**src/rtl/nco_clk_gen_if.sv**
```systemverilog
// IOb-native CSR bus between a system-bus master and the NCO clock generator.
// The slave answers every request at once (ready tied high) and returns read data one cycle later.
interface nco_clk_gen_if #(
    parameter int ADDR_W = 4,
    parameter int DATA_W = 32
);
    logic                iob_valid;
    logic [ADDR_W-1:0]   iob_addr;
    logic [DATA_W-1:0]   iob_wdata;
    logic [DATA_W/8-1:0] iob_wstrb;
    logic [DATA_W-1:0]   iob_rdata;
    logic                iob_ready;
    logic                iob_rvalid;
    logic                iob_rready;

    modport master (
        output iob_valid, iob_addr, iob_wdata, iob_wstrb, iob_rready,
        input  iob_rdata, iob_ready, iob_rvalid
    );

    modport slave (
        input  iob_valid, iob_addr, iob_wdata, iob_wstrb, iob_rready,
        output iob_rdata, iob_ready, iob_rvalid
    );
endinterface

```
**src/rtl/nco_clk_gen.sv**
```systemverilog
// Fractional-N clock generator: clk_out_o averages PERIOD_INT + PERIOD_FRAC/2^32 clk_i cycles
// per period, programmed through four byte-strobed CSRs.
module nco_clk_gen #(
    parameter int ADDR_W = 4,
    parameter int DATA_W = 32
) (
    input  logic         clk_i,
    input  logic         arst_n_i,
    input  logic         cke_i,
    nco_clk_gen_if.slave bus,
    output logic         clk_out_o
);
    localparam logic [1:0] REG_SOFT_RESET  = 2'd0;
    localparam logic [1:0] REG_ENABLE      = 2'd1;
    localparam logic [1:0] REG_PERIOD_INT  = 2'd2;
    localparam logic [1:0] REG_PERIOD_FRAC = 2'd3;

    logic [ADDR_W-1:0] addr;
    logic [1:0]        word_sel;
    logic              wr_req;
    logic              rd_req;
    logic              unused_addr;

    logic              soft_reg, soft_next;
    logic              enable_reg, enable_next;
    logic [DATA_W-1:0] int_reg, int_next;
    logic [DATA_W-1:0] frac_reg, frac_next;
    logic [DATA_W-1:0] rdata_reg, rdata_next, rd_word;
    logic              rvalid_reg, rvalid_next;

    logic [32:0]       cnt_reg, cnt_next;
    logic [32:0]       p_reg, p_next;
    logic [31:0]       acc_reg, acc_next;
    logic              run_reg, run_next;
    logic              clk_out_reg, clk_out_next;

    logic [32:0]       acc_sum;
    logic              period_end;
    logic              engine_on;
    logic              engine_keep;

    assign addr        = bus.iob_addr;
    assign word_sel    = addr[3:2];
    assign unused_addr = ^addr[1:0];
    assign wr_req      = bus.iob_valid && (bus.iob_wstrb != '0);
    assign rd_req      = bus.iob_valid && (bus.iob_wstrb == '0);

    genvar gi;
    generate
        for (gi = 0; gi < DATA_W / 8; gi++) begin : g_lane
            assign int_next[8*gi +: 8]  = (wr_req && word_sel == REG_PERIOD_INT && bus.iob_wstrb[gi])
                                        ? bus.iob_wdata[8*gi +: 8] : int_reg[8*gi +: 8];
            assign frac_next[8*gi +: 8] = (wr_req && word_sel == REG_PERIOD_FRAC && bus.iob_wstrb[gi])
                                        ? bus.iob_wdata[8*gi +: 8] : frac_reg[8*gi +: 8];
        end
    endgenerate

    assign soft_next   = (wr_req && word_sel == REG_SOFT_RESET && bus.iob_wstrb[0]) ? bus.iob_wdata[0] : soft_reg;
    assign enable_next = (wr_req && word_sel == REG_ENABLE && bus.iob_wstrb[0]) ? bus.iob_wdata[0] : enable_reg;

    always_comb begin
        rd_word = '0;
        unique case (word_sel)
            REG_SOFT_RESET:  rd_word = {{(DATA_W-1){1'b0}}, soft_reg};
            REG_ENABLE:      rd_word = {{(DATA_W-1){1'b0}}, enable_reg};
            REG_PERIOD_INT:  rd_word = int_reg;
            REG_PERIOD_FRAC: rd_word = frac_reg;
        endcase
    end

    // A new read replaces the held response; otherwise rdata stays put until the master takes it.
    assign rdata_next  = rd_req ? rd_word : rdata_reg;
    assign rvalid_next = rd_req ? 1'b1 : (bus.iob_rready ? 1'b0 : rvalid_reg);

    assign acc_sum    = {1'b0, acc_reg} + {1'b0, frac_reg};
    // P of 0 or 1 closes the period every cycle so later CSR changes are still picked up.
    assign period_end = ({1'b0, cnt_reg} + 34'd1) >= {1'b0, p_reg};
    assign engine_on  = enable_reg && !soft_reg;
    // Clearing looks at the CSR values being written so the output drops the cycle after the write.
    assign engine_keep = enable_next && !soft_next;

    always_comb begin
        cnt_next     = cnt_reg;
        p_next       = p_reg;
        acc_next     = acc_reg;
        run_next     = run_reg;
        clk_out_next = clk_out_reg;
        if (!engine_keep) begin
            cnt_next     = '0;
            p_next       = '0;
            acc_next     = '0;
            run_next     = 1'b0;
            clk_out_next = 1'b0;
        end else if (engine_on) begin
            clk_out_next = run_reg && (cnt_reg < (p_reg >> 1));
            if (!run_reg || period_end) begin
                acc_next = acc_sum[31:0];
                p_next   = {1'b0, int_reg} + {32'd0, acc_sum[32]};
                cnt_next = '0;
                run_next = 1'b1;
            end else begin
                cnt_next = cnt_reg + 33'd1;
            end
        end
    end

    always_ff @(posedge clk_i or negedge arst_n_i) begin
        if (!arst_n_i) begin
            soft_reg    <= 1'b0;
            enable_reg  <= 1'b0;
            int_reg     <= '0;
            frac_reg    <= '0;
            rdata_reg   <= '0;
            rvalid_reg  <= 1'b0;
            cnt_reg     <= '0;
            p_reg       <= '0;
            acc_reg     <= '0;
            run_reg     <= 1'b0;
            clk_out_reg <= 1'b0;
        end else if (cke_i) begin
            soft_reg    <= soft_next;
            enable_reg  <= enable_next;
            int_reg     <= int_next;
            frac_reg    <= frac_next;
            rdata_reg   <= rdata_next;
            rvalid_reg  <= rvalid_next;
            cnt_reg     <= cnt_next;
            p_reg       <= p_next;
            acc_reg     <= acc_next;
            run_reg     <= run_next;
            clk_out_reg <= clk_out_next;
        end
    end

    assign bus.iob_ready  = 1'b1;
    assign bus.iob_rdata  = rdata_reg;
    assign bus.iob_rvalid = rvalid_reg;
    assign clk_out_o      = clk_out_reg;
endmodule

```
**src/flat_wrapper.sv**
```systemverilog
// flat-port wrapper written by rule: the top's interface ports become plain ports
module nco_clk_gen_flat 
#(
    parameter int ADDR_W = 4,
    parameter int DATA_W = 32
)
  (clk_i, arst_n_i, cke_i, clk_out_o, bus_iob_valid, bus_iob_addr, bus_iob_wdata, bus_iob_wstrb, bus_iob_rready, bus_iob_rdata, bus_iob_ready, bus_iob_rvalid);
  nco_clk_gen_if #(.ADDR_W(ADDR_W), .DATA_W(DATA_W)) bus_i ();
  input  logic clk_i;
  input  logic arst_n_i;
  input  logic cke_i;
  output logic clk_out_o;
  input wire logic [$bits(bus_i.iob_valid)-1:0] bus_iob_valid;
  input wire logic [$bits(bus_i.iob_addr)-1:0] bus_iob_addr;
  input wire logic [$bits(bus_i.iob_wdata)-1:0] bus_iob_wdata;
  input wire logic [$bits(bus_i.iob_wstrb)-1:0] bus_iob_wstrb;
  input wire logic [$bits(bus_i.iob_rready)-1:0] bus_iob_rready;
  output wire logic [$bits(bus_i.iob_rdata)-1:0] bus_iob_rdata;
  output wire logic [$bits(bus_i.iob_ready)-1:0] bus_iob_ready;
  output wire logic [$bits(bus_i.iob_rvalid)-1:0] bus_iob_rvalid;
  assign bus_i.iob_valid = bus_iob_valid;
  assign bus_i.iob_addr = bus_iob_addr;
  assign bus_i.iob_wdata = bus_iob_wdata;
  assign bus_i.iob_wstrb = bus_iob_wstrb;
  assign bus_i.iob_rready = bus_iob_rready;
  assign bus_iob_rdata = bus_i.iob_rdata;
  assign bus_iob_ready = bus_i.iob_ready;
  assign bus_iob_rvalid = bus_i.iob_rvalid;
  nco_clk_gen #(.ADDR_W(ADDR_W), .DATA_W(DATA_W)) u_core (.clk_i(clk_i), .arst_n_i(arst_n_i), .cke_i(cke_i), .bus(bus_i), .clk_out_o(clk_out_o));
endmodule
```
**config.mk**
```make
export PLATFORM = sky130hd
export DESIGN_NAME = nco_clk_gen_flat
export DESIGN_NICKNAME = d
export VERILOG_FILES = /design/src/rtl/nco_clk_gen_if.sv /design/src/rtl/nco_clk_gen.sv /design/src/flat_wrapper.sv
export SDC_FILE = /design/constraint.sdc
export NUM_CORES = 1
export LEC_CHECK = 0
export BUFFER_PORTS_ARGS = -buffer_cell sky130_fd_sc_hd__buf_2
export CORE_MARGIN = 4
export CORE_UTILIZATION = 30
export DETAILED_ROUTE_END_ITERATION = 10
export HOLD_SLACK_MARGIN = 0.06
export PLACE_DENSITY = 0.54
export REMOVE_ABC_BUFFERS = 1
export SKIP_LAST_GASP = 1
export SYNTH_ARGS = -nofsm -noshare
export SYNTH_HDL_FRONTEND = slang
export SYNTH_SLANG_ARGS = --single-unit
```
**constraint.sdc**
```tcl
create_clock -name clk_i -period 5.15 [get_ports clk_i]
set_input_delay 0.7725 -clock clk_i [delete_from_list [all_inputs] [get_ports clk_i]]
set_output_delay 0.7725 -clock clk_i [all_outputs]
set_load 0.01 [all_outputs]
```
==> summary.txt <==
Synth
  – YS warnings: 0
  – Mux cell area share after synthesis: 8.58%
  – Yosys top cell area share: 40.8%
  – Main combinational cell family by area after synthesis: simple AND/OR/NAND/NOR gates
  – Synth Area in XOR/XNOR: 6.53%
  – Yosys reg bits: 199
  – Compound-cell area share of the yosys netlist: 14.0%
  – Post-Synth Simple-Gate Area: 16.3%
  – Seq/Total Area, Yosys: 40.8%
  – Count leader, synth: dfrtp_1
  – Ys flop type: dfrtp_1
  – Top cells by count, synth: 199 x dfrtp_1, 193 x nand2_1, 99 x ha_1, 91 x mux2_2, 79 x nand3_1
  – Avg Inst Size Synth: 9.63 um2
  – Synthesized netlist cell count: 1,267
  – Post-Syn Area: 12,200 um2
  – Synth cell types: 60
  – Most area-hungry cell type in the Yosys netlist: dfrtp_1
  – Post-synth EDFFs: 0
  – Area contributors post-synth: dfrtp_1 41%, ha_1 10%, mux2_2 8.4%, nand2_1 5.9%, xnor2_1 3.6%
  – Adder-Cell Fraction of Synth Area: 10.3%
  – Asr flop ratio synth: 100%

Finish
  – Final core occ: 34.8%
  – Layout area overhead: 14.3%
  – Total Nets Final: 1,491
  – Antenna Cells: 0
  – Layout cells sized above 1: 18.2%
  – Finished layout cell area: 13,900 um2

CTS
  – Clk buf depth: 2
  – CTS tree: yes
  – Total clock sinks: 199
  – # H-tree levels: 4
  – Clk pin slew, worst setup/hold paths: 0.07 ns
  – CTS root buf: clkbuf_16
  – Num CTS Buffers: 17
  – CTS Hold Bufs: 0
  – Worst-Skew Late Latency: 0.45 ns

Floorplanning
  – Width of the chip: 210 um
  – # rows: 73
  – Initial core utilization: 30.5%
  – I/O Pins: 80
  – Die Area: 44,000 um2
  – Die Height: 210 um
  – Core area: 40,000 um2

Placement
  – DP Worst Slack: 0.181 ns
  – Placed cell area: 13,300 um2
  – Number of port buffers: 76
  – GPL Wtd Cong: 0.860
  – DPL Wire Length: 23.6 mm

Worst setup path
  – Worst path cell trace: ha_1, inv_1, fa_1, nand2b_1, a211oi_2, o21ai_0, o211ai_1, o21a_1, a31oi_1, o21ai_1, nand3_1, nand2_1, ha_1, ha_1, nand3_1, or3_1, nor2_1, nand4_1, nor2_1, xor2_1, a22o_1
  – Critical path's largest stage delay: 0.41 ns
  – Crit. End Element: flip-flop
  – Most used cell, CP: ha_1
  – Crit path launch type: flip-flop
  – RR Endpoint: u_core.p_reg[30]
  – WP data arrival: 5.10 ns
  – CP Max Fanout: 4
  – Reg2Reg Launch Point: u_core.frac_reg[0]
  – WP buf/inv: 1
  – Path depth of the worst reg2reg path: 21
  – WP data required: 5.49 ns
  – Critical-path top delay cell: dfrtp_1
  – Worst Setup Path Type: flip-flop to flip-flop
  – CP top delay family: simple AND/OR/NAND/NOR gates
  – Reg-to-reg slack, setup: 0.38 ns

Drt
  – Routed wire length: 32.0 mm
  – Initial drt markers: 741
  – First-pass iteration count of the detailed router: 5
  – # DRC: 0
  – DR vias: 9,362
  – Drt wl/cell: 17.0 um
  – Antenna Nets Post-Route: 0
  – Via density: 4.97

Run
  – Max cap viols: 0

STA
  – Rel. slew slack: 36.0%
  – Unrepaired setup endpoints after global routing: no
  – Tmin final: 4.77 ns
  – F_max: 210 MHz
  – # setup viols final: 0
  – Count of pins over their slew limit: 0
  – Final Skew: 0.0120 ns
  – Final Cycle Share: 92.6%
  – Final WS setup: 0.383 ns
  – Final Hold Vio Count: 0
  – Final setup TNS: 0 ns
  – Worst-Margin Slew: 0.961 ns

Global route
  – Gr ovfl total: 0
  – Initial antenna violation count: 0
  – Vias in the first global route: 9,460
  – First-pass GRT wire length: 52.3 mm
  – Overall Global Routing Usage: 14.7%
  – Pin count of the biggest net entering global routing: 116

Power
  – Lkg Pwr: 6.63 nW
  – Pwr/cell area: 372 nW/um2
  – Tot Pwr: 5.19 mW
  – VDD IR-drop max: 256 uV

Worst hold path
  – Hold WC Path Type: input pin to async pin

Status
  – Status: completed
==> layer usage <==
metal  track usage (%)  part of all wire (%)
met5                 0                     0
met4              4.16                   2.0
met3              2.33                   2.2
met2              24.1                    48
met1              20.2                    48
==> logic make-up after synthesis <==
logic type,after synthesis
AND/OR/NAND/NOR,427
AO/OA/AOI/OAI,253
flip-flops,199
buffers and inverters,104
adder cells (fa/ha/maj),100
multiplexers,92
XOR/XNOR,91
other,1
==> metrics by stage <==
stage | hold slack, ns | cells
2_1_floorplan | 0.443 | 1215
3_3_place_gp | 0.449 | 1852
3_5_place_dp | 0.454 | 1852
4_1_cts | 0.472 | 1884
5_1_grt | 0.493 | 1884
6_report | 0.462 | 1884
==> layout make-up <==
cell class / instances / area, um2
fill: 4097 / 26100
clock inverter: 13 / 141
inverter: 52 / 195
timing repair buffer: 112 / 697
clock buffer: 19 / 453
sequential: 199 / 4980
multi-input combinational: 964 / 6820
tap: 525 / 657
==> power by group <==
group          switching [mW]  internal (mW)
Combinational           0.963          0.762
Sequential              0.259           1.85
Clock                   0.650          0.709
==> worst max path at each step <==
stage	startpoint	to	slack (ns)	cells past startpoint
6_report	u_core.frac_reg[0]	u_core.p_reg[30]	0.38	21
5_1_grt	u_core.frac_reg[0]	u_core.p_reg[20]	0.05	22
4_1_cts	u_core.frac_reg[0]	u_core.p_reg[30]	0.16	21
3_5_place_dp	u_core.frac_reg[0]	u_core.p_reg[30]	0.18	21
3_3_place_gp	u_core.frac_reg[0]	u_core.p_reg[30]	0.20	21
2_1_floorplan	u_core.cnt_reg[2]	u_core.acc_reg[24]	-0.09	17
==> cells in the final DEF (no fill, tap or decap), drive strengths merged, types with 45 or more instances in the layout <==
| cell type | count |
|---|---|
| dfrtp | 199 |
| nand2 | 193 |
| buf | 111 |
| ha | 99 |
| mux2 | 91 |
| nand3 | 79 |
| o21ai | 57 |
| inv | 56 |
| xnor2 | 50 |
| nor2 | 47 |
| o31ai | 46 |
| a21oi | 45 |
==> what timing repair did <==
| item | 4_1_cts | 5_1_grt |
|---|---|---|
| endpoints found under the setup margin | 0 | 24 |
| setup buffers | 0 | 0 |
| resized for setup | 0 | 3 |
Power figures use the tool's default switching activity.
